==> config.mk <==
export PLATFORM = sky130hd
export DESIGN_NAME = classifier_operand_sequencer
export DESIGN_NICKNAME = d
export VERILOG_FILES = /design/src/rtl/classifier_operand_sequencer.sv
export SDC_FILE = /design/constraint.sdc
export NUM_CORES = 1
export LEC_CHECK = 0
export CAP_MARGIN = 10
export CORE_MARGIN = 2
export CORE_UTILIZATION = 67
export CTS_BUF_LIST = sky130_fd_sc_hd__clkbuf_4 sky130_fd_sc_hd__clkbuf_8
export DETAILED_ROUTE_END_ITERATION = 16
export PLACE_DENSITY = 0.89
export SETUP_SLACK_MARGIN = 0.3
export SLEW_MARGIN = 20
export SYNTH_ARGS = -nofsm -noshare
export SYNTH_HDL_FRONTEND = slang
export SYNTH_SLANG_ARGS = --single-unit
==> constraint.sdc <==
create_clock -name clk_i -period 7.7 [get_ports clk_i]
set_input_delay 2.31 -clock clk_i [delete_from_list [all_inputs] [get_ports clk_i]]
set_output_delay 2.31 -clock clk_i [all_outputs]
set_load 0.02 [all_outputs]
==> src/rtl/classifier_operand_sequencer.sv <==
// classifier_operand_sequencer: buffers operands, streams them to the classification network, returns its verdict
module classifier_operand_sequencer #(
    parameter int DATA_WIDTH = 16,
    parameter int DEPTH      = 8,
    parameter int TIMEOUT    = 32,
    localparam int AW        = $clog2(DEPTH),
    localparam int TW        = $clog2(TIMEOUT + 1)
) (
    input  logic                  clk_i,
    input  logic                  rst_ni,
    input  logic                  ld_valid_i,
    output logic                  ld_ready_o,
    input  logic [2:0]            ld_sel_i,
    input  logic [AW-1:0]         ld_addr_i,
    input  logic [DATA_WIDTH-1:0] ld_data_i,
    input  logic                  cmd_start_i,
    output logic                  busy_o,
    output logic                  clr_o,
    output logic                  start_o,
    output logic [DATA_WIDTH-1:0] x1j_o,
    output logic [DATA_WIDTH-1:0] x2j_o,
    output logic [DATA_WIDTH-1:0] x3j_o,
    output logic [DATA_WIDTH-1:0] wj_o,
    output logic [DATA_WIDTH-1:0] b1_o,
    input  logic                  done_i,
    input  logic                  unhealthy_i,
    output logic                  res_valid_o,
    input  logic                  res_ready_i,
    output logic                  res_unhealthy_o,
    output logic                  res_err_o,
    output logic [7:0]            run_cnt_o
);
    typedef enum logic [2:0] {S_IDLE, S_CLR, S_KICK, S_STREAM, S_WAIT, S_HOLD} state_e;

    state_e                state_q;
    logic [DATA_WIDTH-1:0] x1_q [DEPTH];
    logic [DATA_WIDTH-1:0] x2_q [DEPTH];
    logic [DATA_WIDTH-1:0] x3_q [DEPTH];
    logic [DATA_WIDTH-1:0] w_q  [DEPTH];
    logic [DATA_WIDTH-1:0] bias_q;
    logic [AW-1:0]         idx_q;
    logic [TW-1:0]         tcnt_q;
    logic [7:0]            run_cnt_q;
    logic                  res_unh_q;
    logic                  res_err_q;
    logic                  drive;

    always_ff @(posedge clk_i or negedge rst_ni) begin
        if (!rst_ni) begin
            state_q   <= S_IDLE;
            bias_q    <= '0;
            idx_q     <= '0;
            tcnt_q    <= '0;
            run_cnt_q <= '0;
            res_unh_q <= 1'b0;
            res_err_q <= 1'b0;
            for (int i = 0; i < DEPTH; i++) begin
                x1_q[i] <= '0;
                x2_q[i] <= '0;
                x3_q[i] <= '0;
                w_q[i]  <= '0;
            end
        end else begin
            case (state_q)
                S_IDLE: begin
                    if (ld_valid_i) begin
                        if (ld_sel_i == 3'd4) bias_q <= ld_data_i;
                        else if (int'(ld_addr_i) < DEPTH) begin
                            case (ld_sel_i)
                                3'd0: x1_q[ld_addr_i] <= ld_data_i;
                                3'd1: x2_q[ld_addr_i] <= ld_data_i;
                                3'd2: x3_q[ld_addr_i] <= ld_data_i;
                                3'd3: w_q[ld_addr_i]  <= ld_data_i;
                                default: ;
                            endcase
                        end
                    end
                    if (cmd_start_i) state_q <= S_CLR;
                end
                S_CLR: state_q <= S_KICK;
                S_KICK: begin
                    idx_q   <= AW'(1);
                    state_q <= S_STREAM;
                end
                S_STREAM: begin
                    if (idx_q == AW'(DEPTH - 1)) begin
                        idx_q   <= '0;
                        tcnt_q  <= '0;
                        state_q <= S_WAIT;
                    end else idx_q <= idx_q + AW'(1);
                end
                // done takes priority over an expiring timeout in the same cycle
                S_WAIT: begin
                    if (done_i || tcnt_q == TW'(TIMEOUT - 1)) begin
                        res_unh_q <= done_i & unhealthy_i;
                        res_err_q <= !done_i;
                        run_cnt_q <= run_cnt_q + 8'd1;
                        state_q   <= S_HOLD;
                    end else tcnt_q <= tcnt_q + TW'(1);
                end
                S_HOLD: if (res_ready_i) state_q <= S_IDLE;
                default: state_q <= S_IDLE;
            endcase
        end
    end

    assign drive           = (state_q == S_KICK) || (state_q == S_STREAM);
    assign x1j_o           = drive ? x1_q[idx_q] : '0;
    assign x2j_o           = drive ? x2_q[idx_q] : '0;
    assign x3j_o           = drive ? x3_q[idx_q] : '0;
    assign wj_o            = drive ? w_q[idx_q] : '0;
    assign b1_o            = bias_q;
    assign clr_o           = state_q == S_CLR;
    assign start_o         = state_q == S_KICK;
    assign busy_o          = state_q != S_IDLE;
    assign ld_ready_o      = state_q == S_IDLE;
    assign res_valid_o     = state_q == S_HOLD;
    assign res_unhealthy_o = res_unh_q;
    assign res_err_o       = res_err_q;
    assign run_cnt_o       = run_cnt_q;
endmodule

==> results.cfg, run 1 <==
[clocking]
postCtsSetupBuffers = 0
clock_tree.root_cell = clkbuf_8
cts_buffers = 87
cts_hold_buf = 0
htree_levels = 3
cts_buffer_depth = 3
clk_pin_slew_worst_paths_ns = 0.06
cts.sinks = 550
clk-insertion-delay-late_ns = 0.67
postCtsResizedCells = 0
cts_tree = yes

[route]
firstDrtPassIters = 5
routed_via_density = 6.37
wirelength_mm = 55.4
drc = 0
drtIter0Drc = 708
vias = 14353
drtAntennaViolNets = 0
wl_per_cell_um = 24.6

[yosys]
synthTopCellsByCount = dfrtp_1, mux2_2, mux4_2, clkbuf_1, nor2_1
ys_types = 50
synth_seq_cells = 550
syn_avg_cell_area_um2 = 15.6
synth_area_leaders = dfrtp_1, mux2_2, mux4_2
yosysTopAreaCell = dfrtp_1
synthCells = 1612
yosysTopAreaCellShare_pct = 54.9
synth_edf_count = 0
syn-num-nets = 1645
postSynth.asyncResetShare_pct = 100
yosysMostFrequentCell = dfrtp_1
netlist_area_mm2 = 0.0251
ys_seq_area_share_pct = 54.9
yosys_warnings = 0
synthFlopType = dfrtp_1

[final_layout]
nets = 1746
area_growth_pct = 13.3
multi_input_area_mm2 = 0.0107
drive_above_1_share_pct = 46.0
fin_util_pct = 77.4
fill_cells = 2097
seqCellArea_mm2 = 0.0138

[job]
maxCapViolations = 0

[pwr]
p_total_w = 0.00708
intPower_w = 0.00502
seqPwrFrac_pct = 46.2
power_density_mw_per_mm2 = 249
clockPowerShare_pct = 36.7
p_comb_share_pct = 17.2
leakagePower_nw = 14.1
swShare_pct = 29.0
netSwitchingPower_w = 0.00205
ir_worst_vdd_mv = 0.251

[timing]
tns_ns = 0
setup_viol = 0
finalHoldViolCount = 0
period_share_pct = 78.0
finClkSkew_ns = 0.0326
drv_slew = 0
rsz0062_at_grt = no
worst_pin_slew_ns = 1.05
max_freq_mhz = 166
period_needed_ns = 6.01
slew-limit-headroom_pct = 29.5

[floorplanning]
rows = 70
die_area_mm2 = 0.0390
fp.coreArea_mm2 = 0.0367
fp.dieW_um = 197
num_io_pins = 124
initial_core_util_pct = 68.4
die_height_um = 197

[min_path]
hold_depth = 1
worstHoldPathType = reg2reg

[setup_path]
end_kind = output port
crit_type = reg2out
cp_max_fo = 49
worstPathArrival_ns = 3.70
cp.required_ns = 5.39
reg2regPathDepth = 6
cp-start-kind = flip-flop

[grt]
grt_use_total_pct = 29.9
grt_start_max_net_pins = 191
antenna_found_initial = 3
grt_pass1_vias = 15644
grt_pass1_wl_mm = 88.2
grt_remaining_overflow = 0

[outcome]
outcome = finished clean

[placed_design]
post-dp-hpwl_mm = 32.4
place_congestion = 0.771
io_buffers = 123
[sequential cells by signal (all words and copies together), names as in the netlist]
register,cells
b1_o,16
idx_q,3
res_err_o,1
res_unhealthy_o,1
run_cnt_o,8
state_q,3
tcnt_q,6
w_q,128
x1_q,128
x2_q,128
x3_q,128
[power groups by stage]
stage	clock network (W)	logic (W)	registers [W]
2_1_floorplan	0	0.000977	0.00313
3_3_place_gp	0	0.00121	0.00331
3_5_place_dp	0	0.00123	0.00332
4_1_cts	0.00264	0.00123	0.00327
5_1_grt	0.00276	0.00131	0.00330
6_report	0.00260	0.00121	0.00327
[cell type report]
class,instances,share of cell area (%)
Sequential cell,550,48.5
Timing Repair Buffer,151,5.21
Multi-Input combinational cell,919,37.7
Inverter,4,0.0528
Clock inverter,19,0.515
Clock buffer,140,5.99
Tap cell,468,2.06
Antenna cell,2,0.0176
[cell usage in the layout (no fill, tap or decap), drive strengths merged, types with 5 or more instances in the layout]
cell / instances
dfrtp: 550
mux2: 530
clkbuf: 140
mux4: 128
clkdlybuf4s50: 115
nor2: 85
mux2i: 65
buf: 36
nand2: 28
clkinv: 13
nor3: 11
o21ai: 9
a21oi: 7
xor2: 7
inv: 6
nor4: 5
[routing by layer]
metal / vias up / global-route usage [%] / share of wire (%)
li1: 6146 / - / -
met1: 7750 / 39.6 / 42
met2: 353 / 49.9 / 51
met3: 104 / 5.81 / 4.7
met4: 0 / 10.8 / 2.8
met5: - / 0 / 0
[worst paths after layout]
kind / startpoint / endpoint / slack (ns)
setup / recovery: idx_q[0] / x1j_o[0] / 1.69
hold / removal: run_cnt_o[7] / run_cnt_o[7] / 0.47
setup reg to reg: idx_q[2] / tcnt_q[0] / 4.43
hold reg to reg: run_cnt_o[7] / run_cnt_o[7] / 0.47
max in group asynchronous: rst_ni / x3_q[52] / 4.68
min in group asynchronous: rst_ni / w_q[88] / 1.61
[logic make-up after synthesis]
kind of cell | after synthesis | share of synthesized area (%)
adder cells (fa/ha/maj) | 4 | 0.200
multiplexers | 723 | 37.9
XOR/XNOR | 7 | 0.244
flip-flops | 550 | 54.9
AND/OR/NAND/NOR | 158 | 3.62
buffers and inverters | 143 | 2.53
AO/OA/AOI/OAI | 27 | 0.658
[metrics by stage]
step	area [um2]	hold WS, ns	std cells	setup slack [ns]
4_1_cts	28400	0.476	2250	1.58
3_3_place_gp	26600	0.458	2091	2.33
3_5_place_dp	26500	0.464	2091	2.34
6_report	28400	0.467	2253	1.69
2_1_floorplan	25100	0.453	1612	3.42
5_1_grt	28400	0.498	2253	1.47
[worst max-delay path: stages (launching register included)]
cell and delay [ns]:
dfrtp_4 1.07, buf_4 0.39, mux4_2 0.54, mux2i_1 0.36
nor2_1 0.09, clkdlybuf4s50_1 0.58
Note: power is estimated with default switching activity, not from simulation.
==> run 2: changes to the inputs <==
CORE_UTILIZATION = 57   (was 67)
PLACE_DENSITY = 0.81   (was 0.89)
clock period = 5.07 ns   (was 7.7 ns; I/O delays follow)
==> results.cfg, run 2 (synthesis results as in run 1) <==
[timing]
rsz0062_at_grt = no
fin_hold_ws_ns = 0.485
drv_slew = 0
finClkSkew_ns = 0.0352
tns_ns = 0
finalHoldViolCount = 0
worst_pin_slew_ns = 0.986
setup_viol = 0
max_freq_mhz = 216
period_share_pct = 91.5
period_needed_ns = 4.64
slew-limit-headroom_pct = 34.1

[clocking]
cts_hold_buf = 0
htree_levels = 3
clk_pin_slew_worst_paths_ns = 0.06
cts.sinks = 550
clk-insertion-delay-late_ns = 0.66
cts_tree = yes
clock_tree.root_cell = clkbuf_8
postCtsSetupBuffers = 0
cts_buffer_depth = 3
cts_buffers = 90

[outcome]
outcome = finished clean

[grt]
grt_start_max_net_pins = 124
antenna_found_initial = 2
grt_pass1_wl_mm = 87.6
grt_remaining_overflow = 0
grt_use_met2_pct = 41.7
use_met1_pct = 33.7
grt_use_total_pct = 25.2
grt_pass1_vias = 15619
use_met3_pct = 4.89
grt.busiest_layer = met2

[setup_path]
worstPathArrival_ns = 3.12
path_cells = buf_16 -> mux4_2 -> mux2i_1 -> nor2_1 -> clkdlybuf4s50_1
cp_max_fo = 55
slowest_stage = clkdlybuf4s50_1
crit_type = reg2out
cp-start-kind = flip-flop
end_kind = output port
cp.required_ns = 3.55
critPathMaxStageDelay_ns = 0.59

[final_layout]
area_growth_pct = 15.2
drive_above_1_share_pct = 46.7
fin_area_mm2 = 0.0289
layout_commonest_cell = dfrtp_1
nets = 1765
final_cell_mix = dfrtp_1, mux2_2, mux4_2
fill_cells = 2985

[route]
drtAntennaViolNets = 0
drtIter0Drc = 781
vias = 14315
wl_per_cell_um = 22.8
firstDrtPassIters = 4
wirelength_mm = 54.5
routed_via_density = 6.00
drc = 0

[placed_design]
postPlaceCellArea_mm2 = 0.0269
place_congestion = 0.795
io_buffers = 123
post-dp-hpwl_mm = 33.8

[pwr]
ir_worst_vdd_mv = 0.311
power_density_mw_per_mm2 = 383
clockPowerShare_pct = 37.8
leakagePower_nw = 14.2
seqPwrFrac_pct = 43.3
p_total_w = 0.0111
p_comb_share_pct = 18.9
netSwitchingPower_w = 0.00312
swShare_pct = 28.2
intPower_w = 0.00794

[min_path]
worstHoldPathType = reg2reg

[floorplanning]
fp.dieW_um = 214
fp.coreArea_mm2 = 0.0433
rows = 76
die_height_um = 214
die_area_mm2 = 0.0457
num_io_pins = 124
initial_core_util_pct = 58.0

[job]
maxCapViolations = 0
==> run 2: changes by cell type in the layout (fill, tap and decap cells not counted), sizes merged <==
cell and delta:
buf +21, clkinv -7, clkbuf +4, bufinv +2
clkinvlp -1, clkdlybuf4s50 -5, inv +2
==> run 2: final timing paths <==
check                           start         to  slack, ns  cells past startpoint
min                         x1_q[123]  x1_q[123]       0.49                      1
max                          idx_q[0]   x1j_o[6]       0.43                      5
max in group asynchronous      rst_ni  x2_q[115]       3.00                      2
max reg2reg                state_q[0]   x3_q[35]       2.08                      4
min reg2reg                 x1_q[123]  x1_q[123]       0.49                      1
min in group asynchronous      rst_ni   x2_q[88]       0.90                      1
==> run 2: stage by stage <==
stage               std cells  setup WS, ns  utilization [%]
floorplan                1612          1.58                -
global placement         2225         0.791             62.3
detailed placement       2225         0.765             62.2
CTS                      2384         0.344             66.8
global route             2386         0.308             66.8
finish                   2386         0.430             66.8
==> run 2: power groups by stage <==
| stage | Clock [W] | Sequential, W | Combinational (W) |
|---|---|---|---|
| floorplan | 0 | 0.00475 | 0.00148 |
| global placement | 0 | 0.00484 | 0.00210 |
| detailed placement | 0 | 0.00486 | 0.00213 |
| CTS | 0.00427 | 0.00478 | 0.00214 |
| global route | 0.00450 | 0.00480 | 0.00226 |
| finish | 0.00418 | 0.00478 | 0.00209 |
==> run 2: critical path, delay by kind of cell, from the launching register on <==
kind	cells	cell delay (ns)
buffers and inverters	2	0.95
multiplexers	2	0.88
flip-flops	1	0.48
AND/OR/NAND/NOR	1	0.09
==> run 2: final cells by class <==
type / instances / area (um2) / area share [%]
multi-input combinational: 919 / 10700 / 37.0
clock inverter: 15 / 173 / 0.598
sequential: 550 / 13800 / 47.7
tap: 585 / 732 / 2.53
timing repair buffer: 167 / 1660 / 5.76
inverter: 4 / 15.0 / 0.0520
clock buffer: 144 / 1830 / 6.34
antenna: 2 / 5.00 / 0.0173
==> run 2: per-layer routing <==
layer	share of wire, %	wire [um]
met4	2.7	1460
met1	43	23500
met3	3.6	1980
met2	51	27600
met5	0	0
==> run 2: what timing repair did <==
| action | in CTS | in global routing |
|---|---|---|
| endpoints found under the hold margin | 0 | 0 |
| endpoints found under the setup margin | 0 | 2 |
| resized for setup | 0 | 1 |
==> run 3: changes to the inputs <==
CAP_MARGIN = 0   (was 10)
CORE_UTILIZATION = 45   (was 57)
PLACE_DENSITY = 0.67   (was 0.81)
==> results.cfg, run 3 (synthesis results as in run 1) <==
[timing]
setup_viol = 0
period_needed_ns = 4.66
drv_slew = 0
slew-limit-headroom_pct = 36.2
finalHoldViolCount = 0
tns_ns = 0
period_share_pct = 91.9
rsz0062_at_grt = yes
worst_pin_slew_ns = 0.954
max_freq_mhz = 215
finClkSkew_ns = 0.0217

[clocking]
htree_levels = 3
clk-insertion-delay-late_ns = 0.67
cts_buffers = 94
cts_buffer_depth = 3
cts.sinks = 550
clk_pin_slew_worst_paths_ns = 0.06
clock_tree.root_cell = clkbuf_8
cts_tree = yes

[floorplanning]
num_io_pins = 124
initial_core_util_pct = 45.5
fp.coreArea_mm2 = 0.0551
rows = 86
fp.dieW_um = 240
die_height_um = 240
die_area_mm2 = 0.0576

[setup_path]
r2r_slack_ns = 2.13
slowest_stage = clkdlybuf4s50_1
cp-start-kind = flip-flop
critPathMaxStageDelay_ns = 0.61
cp.required_ns = 3.55
r2r-end = x3_q[99]
cp_max_fo = 6
crit_type = reg2out
path_cells = buf_4 -> mux4_2 -> mux2i_1 -> nor2_1 -> clkdlybuf4s50_1
worstPathArrival_ns = 3.14
end_kind = output port
worstReg2RegStart = state_q[0]
reg2regPathDepth = 4

[pwr]
ir_worst_vdd_mv = 0.251
leakagePower_nw = 14.5
power_density_mw_per_mm2 = 382

[min_path]
min-delay-start = run_cnt_o[7]
worstHoldEndpoint = run_cnt_o[7]
worstHoldPathType = reg2reg
hold_depth = 1

[route]
top_layer = met4
wl_met3_mm = 1.95
routed-wl-met2_mm = 29.2
wl_per_cell_um = 23.0
drt-met1-wl_mm = 26.6
vias = 14299
drtAntennaViolNets = 0
wirelength_mm = 59.3
firstDrtPassIters = 4
drtIter0Drc = 755
drc = 0
routed_via_density = 5.56

[grt]
grt_pass1_wl_mm = 93.2
grt_use_total_pct = 21.5
grt_start_max_net_pins = 132
antenna_found_initial = 0
grt_pass1_vias = 15754
grt_remaining_overflow = 0

[final_layout]
fill_cells = 4604
area_growth_pct = 16.9
drive_above_1_share_pct = 47.0
nets = 1792
fin_util_pct = 53.2
layout_commonest_cell = dfrtp_1
final_cell_mix = dfrtp_1, mux2_2, mux4_2
insertedDiodeCount = 0

[placed_design]
io_buffers = 123
place_congestion = 0.761
post-dp-hpwl_mm = 36.5

[outcome]
outcome = finished clean

[job]
maxCapViolations = 0
-- run 3: cell types whose count changed in the layout (fill, tap and decap cells not counted), sizes merged --
| cell | before | now |
|---|---|---|
| dlymetal6s2s | 0 | 8 |
| buf | 57 | 68 |
| inv | 8 | 6 |
| diode | 2 | 0 |
| clkinvlp | 2 | 1 |
| clkdlybuf4s50 | 110 | 114 |
| clkinv | 6 | 10 |
| clkbuf | 144 | 147 |
-- run 3: worst max-delay path by stage --
stage	to	slack (ns)	start
after floorplan	wj_o[10]	1.58	idx_q[0]
after global placement	x3_q[100]	0.77	ld_valid_i
after detailed placement	x3_q[113]	0.76	ld_valid_i
after CTS	x3j_o[14]	0.31	idx_q[0]
after global routing	wj_o[12]	0.25	idx_q[0]
final	x3j_o[9]	0.41	idx_q[0]
-- run 3: cell type report --
class	instances	area (um2)	area share [%]
Timing Repair Buffer	190	1900	6.46
Sequential cell	550	13800	47.0
Multi-Input combinational cell	919	10700	36.5
Inverter	4	15.0	0.0512
Tap cell	748	936	3.19
Clock inverter	16	165	0.563
Clock buffer	147	1840	6.28
-- run 3: per-layer routing --
layer / GRT usage (%) / vias to the layer above
li1: - / 6212
met1: 29.0 / 7748
met2: 35.6 / 249
met3: 3.67 / 90
met4: 6.61 / 0
met5: 0 / -
-- run 3: critical path: cells and delay by family (launching register included) --
kind / cells / cell delay (ns)
buffers and inverters: 2 / 0.82
and+or+nand+nor: 1 / 0.08
muxes: 2 / 1.05
DFF: 1 / 0.53
-- run 3: per-stage QoR --
step / setup slack [ns] / hold slack (ns) / power [W] / area [um2] / instances
2_1_floorplan: 1.58 / 0.453 / 0.00623 / 25100 / 1612
3_3_place_gp: 0.770 / 0.458 / 0.00702 / 27200 / 2406
3_5_place_dp: 0.765 / 0.457 / 0.00706 / 27200 / 2406
4_1_cts: 0.311 / 0.468 / 0.0114 / 29300 / 2574
5_1_grt: 0.247 / 0.502 / 0.0117 / 29300 / 2574
6_report: 0.409 / 0.466 / 0.0112 / 29300 / 2574
-- run 3: power by group --
part	internal, W	switching [W]
Sequential	0.00457	0.000215
Clock	0.00245	0.00177
Combinational	0.000988	0.00123
Total	0.00801	0.00321
-- run 3: what timing repair did --
action | CTS | global route
hold buffers | 0 | 0
pin swaps | 0 | 0
endpoints found under the setup margin | 40 | 17
resized for setup | 2 | 11
buffers inserted | 5 | 0
